### src/rtl/mini_src_pkg.sv
// ============================================================================
// Module   : mini_src_pkg
// Purpose  : Shared Mini-SRC constants: ALU opcodes, mul/div FSM states and
//            iteration counts. BOOTH_RADIX4_EN selects the radix-4 Mul count.
// Revision : 1.0  initial release
// ============================================================================
`default_nettype none

package mini_src_pkg;

  localparam int WIDTH = 32;
  localparam int CNT_W = 6;

  localparam logic [4:0] OP_ADD = 5'b00011;
  localparam logic [4:0] OP_SUB = 5'b00100;
  localparam logic [4:0] OP_SHR = 5'b00101;
  localparam logic [4:0] OP_SHL = 5'b00110;
  localparam logic [4:0] OP_ROR = 5'b00111;
  localparam logic [4:0] OP_ROL = 5'b01000;
  localparam logic [4:0] OP_AND = 5'b01001;
  localparam logic [4:0] OP_OR  = 5'b01010;
  localparam logic [4:0] OP_DIV = 5'b01111;
  localparam logic [4:0] OP_MUL = 5'b10000;
  localparam logic [4:0] OP_NEG = 5'b10001;
  localparam logic [4:0] OP_NOT = 5'b10010;

  typedef enum logic [1:0] {
    IDLE = 2'd0,
    RUN  = 2'd1,
    DONE = 2'd2
  } state_t;

`ifdef BOOTH_RADIX4_EN
  localparam int MUL_ITER = 16;
`else
  localparam int MUL_ITER = 32;
`endif
  localparam int DIV_ITER = 32;

endpackage

`default_nettype wire

### src/rtl/muldiv_32_if.sv
// ============================================================================
// Module   : muldiv_32_if
// Purpose  : start/busy/done request and HI/LO result bundle of muldiv_32.
// Revision : 1.0  initial release
// ============================================================================
`default_nettype none

interface muldiv_32_if #(
  parameter int WIDTH = mini_src_pkg::WIDTH
) ();

  logic             start;
  logic [4:0]       opcode;
  logic [WIDTH-1:0] A;
  logic [WIDTH-1:0] B;
  logic             busy;
  logic             done;
  logic             div_by_zero;
  logic [WIDTH-1:0] C_out_HI;
  logic [WIDTH-1:0] C_out_LO;

  modport master (
    output start, opcode, A, B,
    input  busy, done, div_by_zero, C_out_HI, C_out_LO
  );

  modport slave (
    input  start, opcode, A, B,
    output busy, done, div_by_zero, C_out_HI, C_out_LO
  );

endinterface

`default_nettype wire

### src/rtl/muldiv_step.sv
// ============================================================================
// Module   : muldiv_step
// Purpose  : One combinational Booth (Mul) or non-restoring (Div) iteration.
//            BOOTH_RADIX4_EN switches Mul to radix-4 recoding.
// Revision : 1.0  initial release
// ============================================================================
`default_nettype none

module muldiv_step #(
  parameter int WIDTH = mini_src_pkg::WIDTH
) (
  input  wire logic             is_div,
  input  wire logic             last,
  input  wire logic             quo_neg,
  input  wire logic             rem_neg,
  input  wire logic [WIDTH+1:0] hi_i,
  input  wire logic [WIDTH-1:0] lo_i,
  input  wire logic             x_i,
  input  wire logic [WIDTH:0]   m_i,
  output logic      [WIDTH+1:0] hi_o,
  output logic      [WIDTH-1:0] lo_o,
  output logic                  x_o
);

  localparam int HW = WIDTH + 2;

  logic signed [HW-1:0] mx;
  logic signed [HW-1:0] sum;
  logic signed [HW-1:0] r_sh;
  logic signed [HW-1:0] r_new;
  logic signed [HW-1:0] rem;
  logic [WIDTH-1:0]     q_nx;

  always_comb begin
    mx    = {m_i[WIDTH], m_i};
    sum   = '0;
    r_sh  = '0;
    r_new = '0;
    rem   = '0;
    q_nx  = '0;
    hi_o  = hi_i;
    lo_o  = lo_i;
    x_o   = x_i;
    if (is_div) begin
      // Partial remainder stays within 33 bits, so the top bit is only a sign copy.
      r_sh  = {hi_i[WIDTH:0], lo_i[WIDTH-1]};
      r_new = hi_i[HW-1] ? r_sh + mx : r_sh - mx;
      q_nx  = {lo_i[WIDTH-2:0], ~r_new[HW-1]};
      hi_o  = r_new;
      lo_o  = q_nx;
      x_o   = 1'b0;
      if (last) begin
        rem  = r_new[HW-1] ? r_new + mx : r_new;
        hi_o = rem_neg ? -rem : rem;
        lo_o = quo_neg ? -q_nx : q_nx;
      end
    end else begin
`ifdef BOOTH_RADIX4_EN
      unique case ({lo_i[1:0], x_i})
        3'b001, 3'b010: sum = hi_i + mx;
        3'b011:         sum = hi_i + (mx <<< 1);
        3'b100:         sum = hi_i - (mx <<< 1);
        3'b101, 3'b110: sum = hi_i - mx;
        default:        sum = hi_i;
      endcase
      hi_o = sum >>> 2;
      lo_o = {sum[1:0], lo_i[WIDTH-1:2]};
      x_o  = lo_i[1];
`else
      unique case ({lo_i[0], x_i})
        2'b01:   sum = hi_i + mx;
        2'b10:   sum = hi_i - mx;
        default: sum = hi_i;
      endcase
      hi_o = sum >>> 1;
      lo_o = {sum[0], lo_i[WIDTH-1:1]};
      x_o  = lo_i[0];
`endif
    end
  end

endmodule

`default_nettype wire

### src/rtl/muldiv_32.sv
// ============================================================================
// Module   : muldiv_32
// Purpose  : Sequential signed Mul/Div unit with start/busy/done handshake and
//            registered HI/LO result. BOOTH_RADIX4_EN halves Mul latency.
// Revision : 1.0  initial release
// ============================================================================
`default_nettype none

module muldiv_32 #(
  parameter int WIDTH = mini_src_pkg::WIDTH
) (
  input wire logic   clock,
  input wire logic   clear,
  muldiv_32_if.slave bus
);

  import mini_src_pkg::*;

  localparam int HW = WIDTH + 2;
  localparam logic [CNT_W-1:0] MUL_LAST = CNT_W'(MUL_ITER);
  localparam logic [CNT_W-1:0] DIV_LAST = CNT_W'(DIV_ITER);

  state_t             state_q, state_d;
  logic [CNT_W-1:0]   cnt_q, cnt_d;
  logic               div_q, div_d;
  logic               quo_neg_q, quo_neg_d;
  logic               rem_neg_q, rem_neg_d;
  logic [HW-1:0]      hi_q, hi_d;
  logic [WIDTH-1:0]   lo_q, lo_d;
  logic               x_q, x_d;
  logic [WIDTH:0]     m_q, m_d;
  logic               busy_q, busy_d;
  logic               done_q, done_d;
  logic               dbz_q, dbz_d;
  logic [WIDTH-1:0]   out_hi_q, out_hi_d;
  logic [WIDTH-1:0]   out_lo_q, out_lo_d;

  logic [HW-1:0]      step_hi;
  logic [WIDTH-1:0]   step_lo;
  logic               step_x;

  wire logic             is_mul_req = (bus.opcode == OP_MUL);
  wire logic             is_div_req = (bus.opcode == OP_DIV);
  wire logic             accept     = bus.start && (is_mul_req || is_div_req) && (state_q != RUN);
  wire logic             last       = (cnt_q == (div_q ? DIV_LAST : MUL_LAST));
  wire logic [WIDTH-1:0] a_mag      = bus.A[WIDTH-1] ? -bus.A : bus.A;
  wire logic [WIDTH-1:0] b_mag      = bus.B[WIDTH-1] ? -bus.B : bus.B;

  muldiv_step #(.WIDTH(WIDTH)) u_step (
    .is_div  (div_q),
    .last    (last),
    .quo_neg (quo_neg_q),
    .rem_neg (rem_neg_q),
    .hi_i    (hi_q),
    .lo_i    (lo_q),
    .x_i     (x_q),
    .m_i     (m_q),
    .hi_o    (step_hi),
    .lo_o    (step_lo),
    .x_o     (step_x)
  );

  always_comb begin
    state_d   = state_q;
    cnt_d     = cnt_q;
    div_d     = div_q;
    quo_neg_d = quo_neg_q;
    rem_neg_d = rem_neg_q;
    hi_d      = hi_q;
    lo_d      = lo_q;
    x_d       = x_q;
    m_d       = m_q;
    busy_d    = busy_q;
    done_d    = 1'b0;
    dbz_d     = dbz_q;
    out_hi_d  = out_hi_q;
    out_lo_d  = out_lo_q;
    unique case (state_q)
      RUN: begin
        hi_d  = step_hi;
        lo_d  = step_lo;
        x_d   = step_x;
        cnt_d = cnt_q + CNT_W'(1);
        if (last) begin
          state_d  = DONE;
          busy_d   = 1'b0;
          done_d   = 1'b1;
          cnt_d    = '0;
          out_hi_d = step_hi[WIDTH-1:0];
          out_lo_d = step_lo;
        end
      end
      default: begin
        state_d = IDLE;
        // Working registers are seeded on the accept edge so the first iteration runs next cycle.
        if (accept) begin
          div_d     = is_div_req;
          quo_neg_d = bus.A[WIDTH-1] ^ bus.B[WIDTH-1];
          rem_neg_d = bus.A[WIDTH-1];
          dbz_d     = 1'b0;
          cnt_d     = CNT_W'(1);
          hi_d      = '0;
          x_d       = 1'b0;
          state_d   = RUN;
          busy_d    = 1'b1;
          if (is_div_req) begin
            lo_d = a_mag;
            m_d  = {1'b0, b_mag};
            if (bus.B == '0) begin
              state_d  = DONE;
              busy_d   = 1'b0;
              done_d   = 1'b1;
              dbz_d    = 1'b1;
              cnt_d    = '0;
              out_hi_d = bus.A;
              out_lo_d = '1;
            end
          end else begin
            lo_d = bus.B;
            m_d  = {bus.A[WIDTH-1], bus.A};
          end
        end
      end
    endcase
  end

  always_ff @(posedge clock or posedge clear) begin
    if (clear) begin
      state_q   <= IDLE;
      cnt_q     <= '0;
      div_q     <= 1'b0;
      quo_neg_q <= 1'b0;
      rem_neg_q <= 1'b0;
      hi_q      <= '0;
      lo_q      <= '0;
      x_q       <= 1'b0;
      m_q       <= '0;
      busy_q    <= 1'b0;
      done_q    <= 1'b0;
      dbz_q     <= 1'b0;
      out_hi_q  <= '0;
      out_lo_q  <= '0;
    end else begin
      state_q   <= state_d;
      cnt_q     <= cnt_d;
      div_q     <= div_d;
      quo_neg_q <= quo_neg_d;
      rem_neg_q <= rem_neg_d;
      hi_q      <= hi_d;
      lo_q      <= lo_d;
      x_q       <= x_d;
      m_q       <= m_d;
      busy_q    <= busy_d;
      done_q    <= done_d;
      dbz_q     <= dbz_d;
      out_hi_q  <= out_hi_d;
      out_lo_q  <= out_lo_d;
    end
  end

  assign bus.busy        = busy_q;
  assign bus.done        = done_q;
  assign bus.div_by_zero = dbz_q;
  assign bus.C_out_HI    = out_hi_q;
  assign bus.C_out_LO    = out_lo_q;

endmodule

`default_nettype wire
### src/flat_wrapper.sv
// flat-port wrapper written by rule: the top's interface ports become plain ports
module muldiv_32_flat import mini_src_pkg::*;
#(
  parameter int WIDTH = mini_src_pkg::WIDTH
)
  (clock, clear, bus_start, bus_opcode, bus_A, bus_B, bus_busy, bus_done, bus_div_by_zero, bus_C_out_HI, bus_C_out_LO);
  muldiv_32_if #(.WIDTH(WIDTH)) bus_i ();
  input wire logic clock;
  input wire logic clear;
  input wire logic [$bits(bus_i.start)-1:0] bus_start;
  input wire logic [$bits(bus_i.opcode)-1:0] bus_opcode;
  input wire logic [$bits(bus_i.A)-1:0] bus_A;
  input wire logic [$bits(bus_i.B)-1:0] bus_B;
  output wire logic [$bits(bus_i.busy)-1:0] bus_busy;
  output wire logic [$bits(bus_i.done)-1:0] bus_done;
  output wire logic [$bits(bus_i.div_by_zero)-1:0] bus_div_by_zero;
  output wire logic [$bits(bus_i.C_out_HI)-1:0] bus_C_out_HI;
  output wire logic [$bits(bus_i.C_out_LO)-1:0] bus_C_out_LO;
  assign bus_i.start = bus_start;
  assign bus_i.opcode = bus_opcode;
  assign bus_i.A = bus_A;
  assign bus_i.B = bus_B;
  assign bus_busy = bus_i.busy;
  assign bus_done = bus_i.done;
  assign bus_div_by_zero = bus_i.div_by_zero;
  assign bus_C_out_HI = bus_i.C_out_HI;
  assign bus_C_out_LO = bus_i.C_out_LO;
  muldiv_32 #(.WIDTH(WIDTH)) u_core (.clock(clock), .clear(clear), .bus(bus_i));
endmodule
### config.mk
export PLATFORM = sky130hd
export DESIGN_NAME = muldiv_32_flat
export DESIGN_NICKNAME = d
export VERILOG_FILES = /design/src/rtl/mini_src_pkg.sv /design/src/rtl/muldiv_32_if.sv /design/src/rtl/muldiv_step.sv /design/src/rtl/muldiv_32.sv /design/src/flat_wrapper.sv
export SDC_FILE = /design/constraint.sdc
export NUM_CORES = 1
export LEC_CHECK = 0
export CAP_MARGIN = 20
export CORE_MARGIN = 4
export CORE_UTILIZATION = 50
export CTS_CLUSTER_SIZE = 14
export DETAILED_ROUTE_END_ITERATION = 7
export HOLD_SLACK_MARGIN = 0.12
export PLACE_DENSITY = 0.7
export RECOVER_POWER = 100
export SYNTH_ARGS = -nofsm -noshare
export SYNTH_HDL_FRONTEND = slang
export SYNTH_SLANG_ARGS = --single-unit
### constraint.sdc
create_clock -name clock -period 5.98 [get_ports clock]
set_input_delay 1.196 -clock clock [delete_from_list [all_inputs] [get_ports clock]]
set_output_delay 1.196 -clock clock [all_outputs]
set_load 0.02 [all_outputs]
==> impl_results.md <==
* Register Area at roughly 4500 µm²
* Cell with the most instances after synthesis: a21oi_1
* Crit path max-delay family: compound AO/OA/AOI/OAI gates
* First-pass GRT wire length at 118000 µm
* Die Area at 41300 µm²
* Initial antenna violation count at 1
* Vias per cell at 6.21
* DR iter-0 viols at about 2400
* HP Start: u_core.bus.div_by_zero
* H-tree lvl count at 4
* Synthesized area per cell at 7.35 µm²
* Top_reg_cell synth: dfrtp_1
* Area growth, synth to finish at 38.6%
* CTS tree: done
* Min-delay worst type: flop to flop
* Via count at 22300
* Worst Path Required at 6.30 ns
* CTS root buf: clkbuf_16
* Clock sinks at 178
* Detailed-placement wirelength estimate at 57100 µm
* Routed wire per std cell at 21.6 µm
* Clock Skew at 0.0174 ns
* Buf/Inv on CP at 6
* Non-filler instance count after layout at roughly 3600
* Commonest cells in the netlist: a21oi_1, nor2_1, nand2_1
* Gr usage total at 0.355
* Outcome: finished, violations left
* Vias in the first global route at between 20000 and 25000
* Die X at roughly 200 µm
* Post-synth top area cell: dfrtp_1
* Largest net degree at the start of global routing at 144
* Synth warnings at 0
* Share of layout cells above drive strength 1 at 0.255
* Synthesized flop and latch total at 178
* RSZ-0062 raised after global routing: yes
* Hold Crit Depth at 2
* Pre-CTS WS at -0.567 ns
* PortBufs at 138
* Crit path launch type: flop
* Minimum clock period at between 6 and 7 ns
* Cell variety after synth at 85
* Hold Vio Cnt, Final at 0
* Fin area at 26400 µm²
* GP Congestion at 0.995
* Mapped Nets at approximately 2800
* Core Region at roughly 38000 µm²
* Die height at 203 µm
* Max Slew Vio Count at between 300 and 400
* Synth top area share at 0.234
* FF-to-FF Start: u_core.m_q[5]
* Synthesized instance count at 2593
* Critical Path AT at 6.68 ns
* Top cells by area, synth: dfrtp_1, a21oi_1, ha_1, xor2_1, nor2_1
* Hold worst-path end: u_core.bus.div_by_zero
* Relative slew slack at -0.813
* DP Area at 23500 µm²
* Detailed-route DRC error count at 0
* Endpoints failing setup at 24
* Worst-Margin Slew at roughly 2.7 ns
* Row count at 71
* Diode count at 0
* Net count, final at 3254
* Violated checks: max-capacitance violations, max-slew violations, negative setup slack
* Initial Util at 0.506
* Drt pass-1 iters at 6
* I/O pin count at roughly 140
* R2r endpoint: u_core.bus.C_out_HI[30]
* Final WS setup at -0.373 ns
* Synth async-reset ratio at 1.00
* Slowest Stage Delay on Critical Path at 0.41 ns
* CP Class: flop to flop
* Post-route ant nets at 0
* Drt total wl at 77700 µm
* Clock transition at path regs at 0.07 ns
* GR Overflow Total at 0
* Achievable Freq at 157 MHz
* Slowest CP cell: o32a_4
* Inst Count DP at 3473
* Sequential element share of the synthesized area at 0.234
* Worst-path fanout max at 3
* Worst reg-to-reg path cell count at 31
* Post-synth EDFFs at 0
* CTS max path bufs at 2
* Area occupied by multi-input gates at 15500 µm²
* Crit end category: flop
* Fillers at 3134
* Reg2Reg Setup Slack at -0.37 ns
* Clock Latency Late Sink at about 0.45 ns
* Max-cap violations at 5
* Cell area after synthesis at 19000 µm²
* Final period util at 1.06
* CTS buffer count at 17
-- worst max-delay path by stage --
stage	start	to	slack, ns	depth (start not counted)
3_5_place_dp	u_core.m_q[1]	u_core.bus.C_out_HI[30]	-0.57	28
3_3_place_gp	u_core.m_q[1]	u_core.bus.C_out_HI[30]	-0.49	27
2_1_floorplan	u_core.m_q[2]	u_core.bus.C_out_HI[30]	-0.008	28
4_1_cts	u_core.m_q[6]	u_core.bus.C_out_HI[31]	-0.24	28
6_report	u_core.m_q[5]	u_core.bus.C_out_HI[30]	-0.37	31
5_1_grt	u_core.m_q[0]	u_core.hi_q[28]	-0.68	31
-- through the flow --
step,utilization,hold WS (ns),TNS [ns]
final,0.701,0.483,-5.03
after global routing,0.701,0.513,-19.62
after CTS,0.667,0.494,-2.32
after detailed placement,0.625,0.478,-10.12
after global placement,0.625,0.466,-7.43
after floorplan,-,0.450,-0.00949
-- cell families after synthesis --
group,after synthesis,synth area share
adders and majority gates,114,0.0761
DFF,178,0.234
buffers and inverters,214,0.0437
xor gates and xnor gates,243,0.112
and+or+nand+nor,904,0.218
muxes,43,0.0240
AOI/OAI and AO/OA,897,0.293
-- worst reg2reg max path: cells and delay by family (launching register included) --
| kind | cells | cell delay, ns |
|---|---|---|
| AOI/OAI and AO/OA | 11 | 2.29 |
| DFF | 1 | 0.39 |
| muxes | 1 | 0.29 |
| adders and majority gates | 2 | 0.63 |
| buffers and inverters | 6 | 0.76 |
| and+or+nand+nor | 8 | 1.42 |
| xor gates and xnor gates | 3 | 0.47 |
-- what timing repair did --
action / in CTS / in global routing
cloned: 0 / 1
setup buffers: 47 / 41
hold buffers: 0 / 0
pin swaps: 55 / 107
resized for setup: 126 / 230
setup endpoints to repair: 38 / 94
-- final cells by class --
cell class | instances | area share
clock inverter | 12 | 0.00474
multi-input combinational | 2201 | 0.586
timing repair buffer | 605 | 0.190
inverter | 65 | 0.00948
tap | 511 | 0.0242
sequential | 178 | 0.169
clock buffer | 20 | 0.0169
-- cells in the final DEF, fill, tap and decap left out, types with 12 or more instances in the layout --
master,netlist,final
xnor2_1,110,96
o21ai_1,2,29
o21bai_1,15,12
o31ai_1,41,32
a21oi_2,0,35
ha_1,111,94
clkdlybuf4s50_1,0,69
ha_4,0,15
dfrtp_1,178,175
buf_4,0,425
o21a_1,20,20
a21o_1,47,47
or3_1,33,32
buf_6,2,30
o21ai_2,0,14
o22ai_1,17,15
o21ai_0,206,163
mux2_2,17,14
nand2_1,280,270
xor2_1,133,126
nor4_1,22,15
dlygate4sd3_1,0,69
a211oi_1,61,55
nor2_1,306,285
nand2b_1,28,25
nor3_1,67,53
a31oi_1,36,26
clkbuf_16,0,18
nor2_2,0,18
inv_1,61,50
a21oi_1,310,272
mux2i_1,25,20
nor2b_1,19,17
nand4_1,14,14
o211ai_1,22,22
or4_1,15,15
nand3_1,53,42
-- routing by layer --
metal	up-vias	track usage	wire length [µm]
met5	-	0	13
met2	1148	0.560	34300
met1	10600	0.504	33600
met3	191	0.0480	6820
li1	10400	-	-
met4	2	0.121	2940
-- flip-flops by register name (all words and copies together) (netlist names) --
name / cells
u_core.state_q: 2
u_core.bus.done: 1
u_core.bus.div_by_zero: 1
u_core.bus.C_out_HI: 32
u_core.lo_q: 32
u_core.x_q: 1
u_core.cnt_q: 6
u_core.m_q: 33
u_core.quo_neg_q: 1
u_core.bus.busy: 1
u_core.bus.C_out_LO: 32
u_core.hi_q: 34
u_core.rem_neg_q: 1
u_core.div_q: 1
Power is left out: the tool's default activity adds up to more than one toggle a clock period on the data nets, which glitch-free logic cannot reach.
